File: src/rtl/iomem_arbiter.sv
// Two-master, one-slave arbiter for the picosoc iomem bus.
// Round-robin grant held until slave completion, with a bus-timeout watchdog.
module iomem_arbiter #(
    parameter int unsigned TIMEOUT_CYCLES = 256,
    parameter logic [31:0] TIMEOUT_RDATA  = 32'hDEADBEEF
) (
    input  logic        sys_clk,
    input  logic        resetn,

    input  logic        m0_valid,
    input  logic [3:0]  m0_wstrb,
    input  logic [31:0] m0_addr,
    input  logic [31:0] m0_wdata,
    output logic        m0_ready,
    output logic [31:0] m0_rdata,

    input  logic        m1_valid,
    input  logic [3:0]  m1_wstrb,
    input  logic [31:0] m1_addr,
    input  logic [31:0] m1_wdata,
    output logic        m1_ready,
    output logic [31:0] m1_rdata,

    output logic        s_valid,
    output logic [3:0]  s_wstrb,
    output logic [31:0] s_addr,
    output logic [31:0] s_wdata,
    input  logic        s_ready,
    input  logic [31:0] s_rdata,

    output logic        grant,
    output logic        busy,
    output logic        timeout_pulse,
    output logic [31:0] timeout_addr
);

    localparam logic [0:0]  IDLE = 1'b0;
    localparam logic [0:0]  BUSY = 1'b1;
    localparam logic [15:0] TIMEOUT_LAST = 16'(TIMEOUT_CYCLES - 1);

    logic [0:0]  state;
    logic        last;
    logic [15:0] count;

    logic        g_valid;
    logic [3:0]  g_wstrb;
    logic [31:0] g_addr;
    logic [31:0] g_wdata;
    logic        complete;
    logic        timed_out;
    logic [31:0] resp_data;

    assign g_valid = grant ? m1_valid : m0_valid;
    assign g_wstrb = grant ? m1_wstrb : m0_wstrb;
    assign g_addr  = grant ? m1_addr  : m0_addr;
    assign g_wdata = grant ? m1_wdata : m0_wdata;

    assign busy = (state == BUSY);

    // A slave answer in the final watchdog cycle still counts as a normal completion.
    assign complete  = busy && g_valid && s_ready;
    assign timed_out = busy && g_valid && !s_ready && (count == TIMEOUT_LAST);

    assign s_valid = busy && g_valid && !timed_out;
    assign s_wstrb = busy ? g_wstrb : 4'b0000;
    assign s_addr  = busy ? g_addr  : 32'h0;
    assign s_wdata = busy ? g_wdata : 32'h0;

    assign resp_data = timed_out ? TIMEOUT_RDATA : s_rdata;
    assign m0_ready  = (complete || timed_out) && !grant;
    assign m1_ready  = (complete || timed_out) && grant;
    assign m0_rdata  = m0_ready ? resp_data : 32'h0;
    assign m1_rdata  = m1_ready ? resp_data : 32'h0;

    assign timeout_pulse = timed_out;

    always_ff @(posedge sys_clk) begin
        if (!resetn) begin
            state        <= IDLE;
            grant        <= 1'b0;
            last         <= 1'b1;
            count        <= 16'h0;
            timeout_addr <= 32'h0;
        end else begin
            case (state)
                IDLE: begin
                    if (m0_valid || m1_valid) begin
                        grant <= (m0_valid && m1_valid) ? ~last : m1_valid;
                        count <= 16'h0;
                        state <= BUSY;
                    end
                end
                BUSY: begin
                    // An aborted request leaves the round-robin history untouched.
                    if (!g_valid) begin
                        state <= IDLE;
                    end else if (complete || timed_out) begin
                        last  <= grant;
                        state <= IDLE;
                        if (timed_out) begin
                            timeout_addr <= g_addr;
                        end
                    end else if (count != 16'hFFFF) begin
                        count <= count + 16'd1;
                    end
                end
                default: state <= IDLE;
            endcase
        end
    end

endmodule

File: config.mk
export PLATFORM = sky130hd
export DESIGN_NAME = iomem_arbiter
export DESIGN_NICKNAME = d
export VERILOG_FILES = /design/src/rtl/iomem_arbiter.sv
export SDC_FILE = /design/constraint.sdc
export NUM_CORES = 1
export LEC_CHECK = 0
export BUFFER_PORTS_ARGS = -buffer_cell sky130_fd_sc_hd__buf_4
export CORE_AREA = 2 2 132 134
export DETAILED_ROUTE_END_ITERATION = 6
export DIE_AREA = 0 0 134 136
export GPL_ROUTABILITY_DRIVEN = 0
export PLACE_DENSITY = 0.57
export SLEW_MARGIN = 20
export SYNTH_ARGS = -nofsm -noshare
export SYNTH_HDL_FRONTEND = slang
export SYNTH_SLANG_ARGS = --single-unit
File: constraint.sdc
create_clock -name sys_clk -period 2.7 [get_ports sys_clk]
set_input_delay 0.54 -clock sys_clk [delete_from_list [all_inputs] [get_ports sys_clk]]
set_output_delay 0.54 -clock sys_clk [all_outputs]
set_load 0.01 [all_outputs]
==> results.py <==
metrics = {
    "synthesis": {
        "synth_area_per_cell_sq_um": 7.407,
        "yosys.area_share.simple_pct": 31.73,
        "muxShareOfSynthArea_pct": 18.95,
        "synth_seq_area_share_pct": 27.51,
        "async_reset_ff_share_pct": 0,
        "synth.distinct_cells": 46,
        "yosys_warnings": 0,
        "synth_fa_ha_area_share_pct": 0.3372,
        "synth_cells": 501,
        "synth_edf_count": 0,
        "synthFlopType": "dfxtp_1",
        "synth_nets": 675,
        "ys_ff_latch": 51,
        "synth_compound_area_share_pct": 15.04,
        "netlist_area_sq_um": 3711,
        "synthXorXnorAreaFrac_pct": 0,
        "synth_top_family_by_area": "simple AND/OR/NAND/NOR gates",
    },
    "timing": {
        "drv_slew": 0,
        "rsz0062_at_grt": "yes",
        "post-route-period-util_pct": 106.0,
        "worst_pin_slew_ns": 0.7690,
        "setup_ws_ns": -0.1631,
        "fmax_mhz": 349.3,
        "setup_viol": 66,
        "hold_viol": 0,
        "relSlewSlack_pct": 48.73,
        "min_period_ns": 2.863,
        "finClkSkew_ns": 0.007682,
    },
    "clocking": {
        "cts_sinks": 51,
        "hold_buffers": 0,
        "cts_tree": "built",
        "htree_levels": 2,
        "clk_path_buf_depth": 2,
        "clk_pin_slew_ns": 0.07,
        "numCtsBuffers": 5,
        "clock-root-buffer": "clkbuf_16",
        "clock_latency_ns": 0.30,
    },
    "die": {
        "io_pins": 343,
        "die_w_um": 134,
        "die_area_sq_um": 18220,
        "die_h_um": 136,
        "rows": 48,
        "core_region_area_sq_um": 16880,
        "start_util_pct": 21.99,
    },
    "critical_path": {
        "cp_slowest_cell": "or4_4",
        "crit_fanout": 5,
        "cp_slowest_stage_delay_ns": 0.55,
        "crit_required_ns": 2.16,
        "crit_family": "simple AND/OR/NAND/NOR gates",
        "cp-start-kind": "register",
        "cp_data_arrival_time_ns": 2.32,
        "cp.buffers_inverters": 4,
        "worstSetupPathType": "register to primary output",
        "cp_cell_sequence": "or4_4, nor4_4, buf_4, nand2_4, clkinv_8, buf_12, nor2_2, nor2_2, buf_4",
        "cp-end-kind": "primary output",
    },
    "finish": {
        "syn2layout_area_growth_pct": 96.22,
        "layout-drive-gt1-share_pct": 54.89,
        "final_cell_area_sq_um": 7282,
        "num_antenna_cells": 0,
        "n_fill_cell": 1715,
        "layout.nets": 1022,
    },
    "detailed_routing": {
        "postRouteAntennaNets": 0,
        "routed_wl_um": 17390,
        "dr_total_vias": 4920,
        "route.detailed.drc": 0,
        "drt_iter0_markers": 267,
        "avgViaCountPerCell": 4.581,
        "routedWlPerCell_um": 16.19,
        "drt_first_pass_iters": 4,
    },
    "placed_design": {
        "place_area_sq_um": 6613,
        "dp_hpwl_um": 12920,
        "io_buffers": 342,
        "pre_cts_ws_ns": 0.1086,
    },
    "global_route": {
        "first_global_vias": 4082,
        "grt_pass1_wl_um": 23430,
        "grt_max_degree": 73,
        "grt.overflow.total": 0,
        "grtUsageTotal_pct": 16.22,
        "antenna_found_initial": 0,
    },
    "min_path": {
        "hp-class": "primary input to register",
    },
    "power_and_ir_drop": {
        "p_per_area_nw_per_um2": 308.6,
        "power_leakage_nw": 3.325,
        "irDropWorstVdd_v": 0.0002486,
    },
    "job": {
        "max_cap_viol_count": 0,
    },
    "status": {
        "status": "finished, violations left",
        "violations": "negative setup slack",
    },
}
==> synth_stat cells, types with 2 or more instances <==
| library cell | n | area share, % |
|---|---|---|
| a31oi_1 | 4 | 0.67 |
| a211oi_2 | 12 | 4.0 |
| o21a_1 | 3 | 0.61 |
| nand2_1 | 13 | 1.3 |
| or4_4 | 2 | 0.61 |
| inv_2 | 3 | 0.30 |
| o211ai_1 | 4 | 0.81 |
| mux2i_1 | 68 | 18 |
| and4_1 | 2 | 0.47 |
| o21ai_0 | 4 | 0.54 |
| a21oi_1 | 11 | 1.5 |
| a211oi_1 | 20 | 4.0 |
| a311oi_1 | 2 | 0.47 |
| nor2_2 | 10 | 1.7 |
| nand3_1 | 11 | 1.5 |
| buf_1 | 8 | 0.81 |
| o31ai_1 | 2 | 0.40 |
| buf_4 | 6 | 1.2 |
| nor2_1 | 166 | 17 |
| a21boi_0 | 4 | 0.81 |
| nand4_1 | 7 | 1.2 |
| nor3_1 | 7 | 0.94 |
| dfxtp_1 | 51 | 28 |
| inv_1 | 3 | 0.30 |
| buf_6 | 2 | 0.61 |
| o21bai_1 | 2 | 0.40 |
| clkbuf_1 | 17 | 1.7 |
| buf_2 | 10 | 1.3 |
| and3_1 | 17 | 2.9 |
| nor4_1 | 7 | 1.2 |
| or3_1 | 8 | 1.3 |
==> metal layers <==
metal | global-route usage [%] | wire length, um | vias up
li1 | - | - | 2452
met1 | 22.24 | 7535 | 2289
met2 | 26.55 | 8492 | 170
met3 | 3.579 | 1255 | 9
met4 | 2.482 | 108 | 0
met5 | 0 | 0 | -
==> worst paths after layout <==
path,start,to,slack (ns),depth (start not counted)
hold / removal,resetn,count[11],0.49,2
setup / recovery,count[13],m0_rdata[10],-0.16,9
setup reg to reg,count[13],timeout_addr[3],0.17,11
hold reg to reg,timeout_addr[5],timeout_addr[5],0.50,2
==> what timing repair did <==
| item | in CTS | in global routing |
|---|---|---|
| endpoints found under the setup margin | 66 | 90 |
| pin swaps | 3 | 27 |
| resized for setup | 20 | 66 |
| setup buffers | 4 | 1 |
| gates cloned | 4 | 4 |
==> cell families after synthesis <==
logic type,count (synthesis)
AO/OA/AOI/OAI,71
adder cells (fa/ha/maj),1
buffers and inverters,50
flip-flops,51
multiplexers,70
AND/OR/NAND/NOR,258
==> sequential cells by signal (all words and copies together) (netlist names) <==
register      cells
last              1
count            16
timeout_addr     32
grant             1
busy              1
==> power by group <==
part	total (W)	switching (W)	leakage [nW]	internal (W)
sequential	0.000758	0.00000295	0.412	0.000755
clock	0.000772	0.000305	0.0875	0.000467
combinational	0.000718	0.000332	2.83	0.000386
==> through the flow <==
step	power (W)	setup TNS (ns)	util (%)	std cells	hold slack, ns
after floorplan	0.001062	0	-	501	0.4375
after global placement	0.001462	0	39.18	1053	0.4871
after detailed placement	0.001459	0	39.18	1053	0.4913
after CTS	0.002247	-6.822	41.10	1069	0.4887
after global routing	0.002353	-13.08	43.15	1074	0.4943
final	0.002247	-7.290	43.15	1074	0.4949
==> final cells by class <==
class                      instances  area [sq um]  area share (%)
timing repair buffer             382          3085           42.37
multi-input combinational        400          2663           36.56
sequential                        51          1026           14.09
tap                              225         281.5           3.866
clock buffer                       6         138.9           1.907
inverter                           7         43.79          0.6014
clock inverter                     2         38.79          0.5326
timing repair inverter             1         5.005         0.06873
==> cells in the final DEF (no fill, tap or decap), drive strengths merged, types with 7 or more instances in the layout <==
cell	instances
a211oi	32
a21oi	11
and3	17
buf	378
clkbuf	10
dfxtp	51
inv	7
mux2i	68
nand2	14
nand3	11
nand4	7
nor2	176
nor3	7
nor4	8
or3	8
(Power assumes the default switching activity.)
